`src/rtl/fifo_wr_arbiter.sv`:
```
// fifo_wr_arbiter: round-robin arbiter with bounded burst lock sharing one fifo write port
// Ports:
//   clk, rst        clock and synchronous active-high reset
//   req_valid_i     per-requester beat available
//   req_data_i      per-requester payload, requester i at [i*WIDTH +: WIDTH]
//   req_ready_o     per-requester accept, at most one bit high
//   fifo_nfull_i    fifo can take a beat
//   fifo_wr_en_o    fifo write strobe
//   fifo_wr_data_o  {source id, payload}
//   grant_active_o  a burst lock is held
//   grant_id_o      current or last owner index
module fifo_wr_arbiter #(
    parameter int WIDTH = 16,
    parameter int NREQ = 4,
    parameter int MAX_BURST = 4,
    localparam int IDW = $clog2(NREQ)
) (
    input  logic                  clk,
    input  logic                  rst,
    input  logic [NREQ-1:0]       req_valid_i,
    input  logic [NREQ*WIDTH-1:0] req_data_i,
    output logic [NREQ-1:0]       req_ready_o,
    input  logic                  fifo_nfull_i,
    output logic                  fifo_wr_en_o,
    output logic [IDW+WIDTH-1:0]  fifo_wr_data_o,
    output logic                  grant_active_o,
    output logic [IDW-1:0]        grant_id_o
);
    localparam int CW = $clog2(MAX_BURST + 1);
    typedef enum logic {IDLE, LOCKED} state_t;
    state_t state_q, state_d;
    logic [IDW-1:0] owner_q, owner_d, rr_q, rr_d, sel, pick;
    logic [CW-1:0] cnt_q, cnt_d;
    logic any, lock, go;
    function automatic logic [IDW-1:0] nxt(input logic [IDW-1:0] x);
        return (x == IDW'(NREQ - 1)) ? '0 : x + IDW'(1);
    endfunction
    // Scan from the highest offset down so the last hit is the closest to rr_q.
    always_comb begin
        sel = rr_q;
        any = 1'b0;
        for (int k = NREQ - 1; k >= 0; k--) begin
            if (req_valid_i[(int'(rr_q) + k) % NREQ]) begin
                sel = IDW'((int'(rr_q) + k) % NREQ);
                any = 1'b1;
            end
        end
    end
    assign lock = (state_q == LOCKED);
    assign pick = lock ? owner_q : sel;
    assign go = fifo_nfull_i & (lock ? req_valid_i[owner_q] : any);
    // In a lock the owner's ready follows nfull alone, independent of its own valid.
    always_comb begin
        req_ready_o = '0;
        if (!rst && (lock || any) && fifo_nfull_i) req_ready_o[pick] = 1'b1;
    end
    assign fifo_wr_en_o = !rst && go;
    assign fifo_wr_data_o = fifo_wr_en_o ? {pick, req_data_i[pick*WIDTH +: WIDTH]} : '0;
    assign grant_active_o = lock;
    assign grant_id_o = fifo_wr_en_o ? pick : owner_q;
    always_comb begin
        state_d = state_q;
        owner_d = owner_q;
        rr_d = rr_q;
        cnt_d = cnt_q;
        if (!lock) begin
            if (go) begin
                owner_d = sel;
                if (MAX_BURST == 1) rr_d = nxt(sel);
                else begin
                    state_d = LOCKED;
                    cnt_d = CW'(1);
                end
            end
        end else if (!req_valid_i[owner_q] || (fifo_nfull_i && cnt_q + CW'(1) == CW'(MAX_BURST))) begin
            state_d = IDLE;
            rr_d = nxt(owner_q);
            cnt_d = '0;
        end else if (fifo_nfull_i) begin
            cnt_d = cnt_q + CW'(1);
        end
    end
    always_ff @(posedge clk) begin
        if (rst) begin
            state_q <= IDLE;
            owner_q <= '0;
            rr_q <= '0;
            cnt_q <= '0;
        end else begin
            state_q <= state_d;
            owner_q <= owner_d;
            rr_q <= rr_d;
            cnt_q <= cnt_d;
        end
    end
endmodule

```
`config.mk`:
```
export PLATFORM = sky130hd
export DESIGN_NAME = fifo_wr_arbiter
export DESIGN_NICKNAME = d
export VERILOG_FILES = /design/src/rtl/fifo_wr_arbiter.sv
export SDC_FILE = /design/constraint.sdc
export NUM_CORES = 1
export LEC_CHECK = 0
export ABC_AREA = 1
export CAP_MARGIN = 30
export CORE_ASPECT_RATIO = 1.25
export CORE_UTILIZATION = 41
export CTS_BUF_LIST = sky130_fd_sc_hd__clkbuf_8 sky130_fd_sc_hd__clkbuf_16
export CTS_CLUSTER_DIAMETER = 120
export DETAILED_ROUTE_END_ITERATION = 10
export HOLD_SLACK_MARGIN = 0.1
export PLACE_DENSITY = 0.86
export SYNTH_ARGS = -nofsm -noshare
export SYNTH_HDL_FRONTEND = slang
export SYNTH_SLANG_ARGS = --single-unit
```
`constraint.sdc`:
```
create_clock -name clk -period 3.3 [get_ports clk]
set_clock_uncertainty 0.05 [all_clocks]
set_input_delay 0.33 -clock clk [delete_from_list [all_inputs] [get_ports clk]]
set_output_delay 0.33 -clock clk [all_outputs]
set_load 0.01 [all_outputs]
```
# [Word-level counts from Yosys, hierarchy flattened]
# Index checks and enable logic that the tools add are counted.
# W data, S select, Z words.
[classes] addsub=5 n_reduce_logical=16 n_mux=36 n_lt_le_gt_ge=7 bitwise=5 eq_ne=3 n_shift=1
[ops] operator="$shiftx A64 B7 Y16" n=1
[ops] operator="$mux W18" n=1
[ops] operator="$mux W1" n=17
[ops] operator="$mux W2" n=7
[ops] operator="$lt A3 B4 Y1 const B" n=3
[ops] operator="$mux W3" n=4
[ops] operator="$bmux W1 S2" n=5
[ops] operator="$lt A2 B3 Y1 const B" n=3
[ops] operator="$reduce_and A2 Y1" n=3
[ops] operator="$reduce_or A2 Y1" n=3
[ops] operator="$logic_and A1 B1 Y1" n=5
[ops] operator="$add A2 B1 Y2 const B" n=2
[ops] operator="$add A2 B2 Y2 const B" n=2
[ops] operator="$mux W4" n=1
[ops] operator="$add A3 B1 Y3 const B" n=1
[ops] operator="$and A1 B1 Y1 const A" n=3
[ops] operator="$eq A3 B3 Y1 const B" n=1
[ops] operator="$ne A3 B2 Y1 const B" n=1
[ops] operator="$demux W1 S2" n=1
[ops] operator="$eq A2 B2 Y1 const B" n=1
[ops] operator="$ge A2 B1 Y1 const B" n=1
[ops] operator="$logic_not A1 Y1" n=2
[ops] operator="$logic_or A1 B1 Y1" n=2
[ops] operator="$reduce_bool A2 Y1" n=1
[ops] operator="2 further kinds" n=2
[word_totals] elab_cells=77 out_inout_bits=26 reg_bits=8

# [Logic depth before layout (Yosys ltp)]
[depth] word_depth=16 ltp_mapped=16 mapped_depth_nobuf=14

# [Least setup slack after synthesis]
# OpenSTA, ideal clock, no wires.
[synth_timing] kind="reg-to-output" start="register rr_q[0]" end="output grant_id_o[1]" slack_ns=1.285 arrival_time_ns=1.635 required_ns=2.920 path_stages_with_launch=14 cell_sequence="dfxtp_1 -> buf_6 -> inv_6 -> nand2_2 -> nand2_1 -> nor2_1 -> nor2_1 -> nor2_1 -> nand2_1 -> nand2_2 -> nand2_4 -> buf_4 -> nor2_1 -> o21bai_1"
[synth_via] elab_chain_len=12 word_cells_on_any_way=27 cone_classes="3 x add/sub; 22 x mux; 1 x bitwise; 1 x reduce/logical"
[synth_lines] item="start: declaration" line_no="32" rtl="logic [IDW-1:0] owner_q, owner_d, rr_q, rr_d, sel, pick;"
[synth_lines] item="start signal: assignment" line_no="92" rtl="rr_q <= rr_d;"
[synth_lines] item="$add A2 B2 Y2" line_no="43, 44"
[synth_lines] item="$bmux W1 S2" line_no="43" rtl="if (req_valid_i[(int'(rr_q) + k) % NREQ]) begin"
[synth_lines] item="$mux W1 (implied by the code) (2 in series)" line_no="43"
[synth_lines] item="$mux W1 (4 in series)" line_no="43"
[synth_lines] item="$mux W1" line_no="51" rtl="assign go = fifo_nfull_i & (lock ? req_valid_i[owner_q] : any);"
[synth_lines] item="$and A1 B1 Y1" line_no="51"
[synth_lines] item="$logic_and A1 B1 Y1" line_no="57" rtl="assign fifo_wr_en_o = !rst && go;"
[synth_lines] item="$mux W2 *" line_no="60" rtl="assign grant_id_o = fifo_wr_en_o ? pick : owner_q;"
[synth_lines] item="end: declaration" line_no="27" rtl="output logic [IDW-1:0] grant_id_o"
# Every way passes the cells marked *; elsewhere a longest branch is shown, timed or not. The select of a mux whose other input is x is not followed.

# [Worst setup path after layout]
[layout_timing] start="input req_valid_i[0]" end="output fifo_wr_data_o[3]"
[layout_via] elab_chain_len=11 word_cells_on_any_way=27 cone_classes="1 x shift; 24 x mux; 1 x bitwise; 1 x reduce/logical"
[layout_lines] item="start: declaration" line_no="20" rtl="input logic [NREQ-1:0] req_valid_i,"
[layout_lines] item="parallel branches: the longest is 10 deep, another holds $shiftx A64 B7 Y16"
[layout_lines] item="$mux W18 *" line_no="58" rtl="assign fifo_wr_data_o = fifo_wr_en_o ? {pick, req_data_i[pick*WIDTH +: WIDTH]} : '0;"
[layout_lines] item="end: declaration" line_no="25" rtl="output logic [IDW+WIDTH-1:0] fifo_wr_data_o,"
# Mark *: on every way between the ends. The select of a mux whose other input is x is not followed.

==> flow_metrics.tcl <==
set metrics [dict create \
    clk_latency_ns 0.23 \
    worst_pin_slew_ns 0.411 \
    ir_drop_uv 218 \
    setup_violations 0 \
    cp_top_family "simple AND/OR/NAND/NOR gates" \
    cp.required_ns 2.92 \
    p_leak_nw 1.17 \
    drc 0 \
    async_flop_share_pct 0 \
    cts_tree "built" \
    hold_viol 0 \
    cp_max_fo 18 \
    slew_headroom_pct 72.5 \
    postRouteAntennaNets 0 \
    synth_ff_type "dfxtp_1" \
    critPathBufInv 3 \
    syn_nets 352 \
    synth_area_leaders "nand2_1 17%, nand3_2 13%, nand4_1 13%, nor2_1 10%, dfxtp_1 9.8%" \
    start_util_pct 43.1 \
    die_w_um 58.4 \
    htreeDepth 1 \
    grt_pass1_vias 1924 \
    post_synth_num_cell_types 27 \
    slowest_stage "clkdlybuf4s50_1" \
    cellPowerDensity_nw_per_um2 348 \
    drv_cap 0 \
    syn_to_final_growth_pct 61.6 \
    worstPathCellList "clkdlybuf4s50_1 > inv_1 > nand2_1 > nand2_1 > nand2_2 > nand2_2 > nor2_4 > nand2_1 > nand2_2 > nand3_4 > nand2_4 > nand3_2 > nand2_1 > nor2_1 > nor2_1 > clkdlybuf4s50_1" \
    synthTopCellsByCount "75 x nand2_1, 45 x nor2_1, 33 x nand4_1" \
    ctsHoldBuffers 0 \
    drt_first_iter_violations 133 \
    nets 442 \
    routedWlPerCell_um 12.8 \
    routed_wirelength_um 5370 \
    vias 2217 \
    arrival_ns 2.71 \
    finalSetupTns_ns 0 \
    whs_path_depth 2 \
    synth.top_cell.area_share_pct 17.3 \
    cts_inserted_buffers 3 \
    via_per_inst 5.28 \
    grt_use_total_pct 23.8 \
    num_rows 25 \
    synth.most_common_cell "nand2_1" \
    die-area_um2 4230 \
    r2r_cells 8 \
    yosys_warnings 0 \
    synthesis.area_um2 1630 \
    boundaryPins 97 \
    critPathKind "in2out" \
    antennaDiodeCount 0 \
    core_area_um2 3780 \
    grt_start_max_net_pins 37 \
    fin_crit_sh_pct 93.7 \
    cts_setup_buffers 0 \
    crit_path_frequent_cell "nand2_1" \
    hold_class "reg2reg" \
    clk_pin_slew_worst_paths_ns 0.04 \
    cts.sinks 8 \
    fmax_mhz 323 \
    n_fill_cell 332 \
    clockBufferDepth 2 \
    overflow 0 \
    drive_gt1_share_pct 13.7 \
    grt_first_pass_wirelength_um 8090 \
    finalPower_uw 917 \
    worstSetupStartpointType "input pin" \
    place.gp.congestion 0.890 \
    die_h_um 72.5 \
    syn_avg_cell_area_um2 5.86 \
    ys_ff_latch 8 \
    yosysTopAreaCell "nand2_1" \
    seqCellArea_um2 161 \
    synthCells 278 \
    outcome "completed" \
    use_met3_pct 2.50 \
    use_met2_pct 43.7 \
    dr.pass1.iters 5 \
    dpl.hpwl_um 4020 \
    cp_slowest_stage_delay_ns 0.55 \
    rsz0062_at_grt "false" \
    synth_edf_count 0 \
    antenna_found_initial 0 \
    slew_viol_final 0 \
    worst_setup_path_end_kind "primary output" \
    gr-max-usage-layer "met2" \
    multiInputGateArea_um2 1270 \
    yosysSeqAreaShare_pct 9.82 \
    cp.depth 16 \
    cts_root_buf "clkbuf_8" \
    fin_crit_ns 3.09 \
    met1_usage_pct 27.5 \
    io_buffers 96 \
]
==> layout by cell type, fill, tap and decap left out, drive strengths merged <==
master and instances:
dfxtp 8, clkbuf 3, nand3 41, a21boi 1, buf 5, ha 3, clkdlybuf4s50 96, nand2 88
inv 17, o21ai 9, a21oi 9, nand4 33, o21bai 2, nor3 4, nor2 47
==> flip-flops by register name, summed over array words and instances (netlist names) <==
signal,count
cnt_q,3
grant_active_o,1
owner_q,2
rr_q,2
==> path summary, 6_finish.rpt <==
| kind | start | endpoint | slack (ns) |
|---|---|---|---|
| worst min-delay path | cnt_q[2] | cnt_q[2] | 0.48 |
| worst min register to register | cnt_q[2] | cnt_q[2] | 0.48 |
| worst max-delay path | req_valid_i[0] | fifo_wr_data_o[3] | 0.21 |
| worst max register to register | owner_q[0] | cnt_q[2] | 1.58 |
==> tightest hold or removal path, stage by stage, from the launching register on <==
cell and delay [ns]:
dfxtp_1 0.32, o21ai_0 0.09, nor2_1 0.09
==> metal layers <==
layer  part of all wire (%)  up-vias
li1                       -     1116
met1                     40      991
met3                    5.4       15
met2                     52       95
met5                      0        -
met4                    2.8        0
==> per-stage QoR <==
stage	instances	hold WS [ns]	setup slack (ns)	instance area [um^2]	utilization [%]
2_1_floorplan	278	0.349	1.29	1630	-
3_3_place_gp	416	0.451	0.252	2580	68.2
3_5_place_dp	416	0.451	0.207	2580	68.2
4_1_cts	419	0.492	0.176	2620	69.3
5_1_grt	420	0.530	0.0112	2640	69.6
6_report	420	0.485	0.206	2640	69.6
==> power by group <==
group          internal [mW]  switching, mW  total, mW
combinational          0.293          0.382      0.676
clock                 0.0791         0.0395      0.119
sequential             0.108         0.0150      0.123
total                  0.480          0.437      0.917
==> layout make-up <==
class                           instances  share of cell area (%)
Multi-Input combinational cell        237                    48.3
Tap cell                               54                    2.56
Inverter                               17                    2.61
Sequential cell                         8                    6.13
Timing Repair Buffer                  101                    38.8
Clock buffer                            3                    1.57
==> cells by family (layout without fill, tap and decap cells) <==
family | Yosys count | in the layout | share of synthesized area, %
compound gates | 21 | 21 | 6.91
fa+ha+maj | 3 | 3 | 2.30
flops | 8 | 8 | 9.82
simple gates | 212 | 213 | 68.2
buf+inv | 34 | 121 | 12.8
==> what timing repair did <==
action,CTS,global route
setup endpoints to repair,0,16
resized for setup,0,1
hold endpoints to repair,0,0
(Power assumes the default switching activity.)
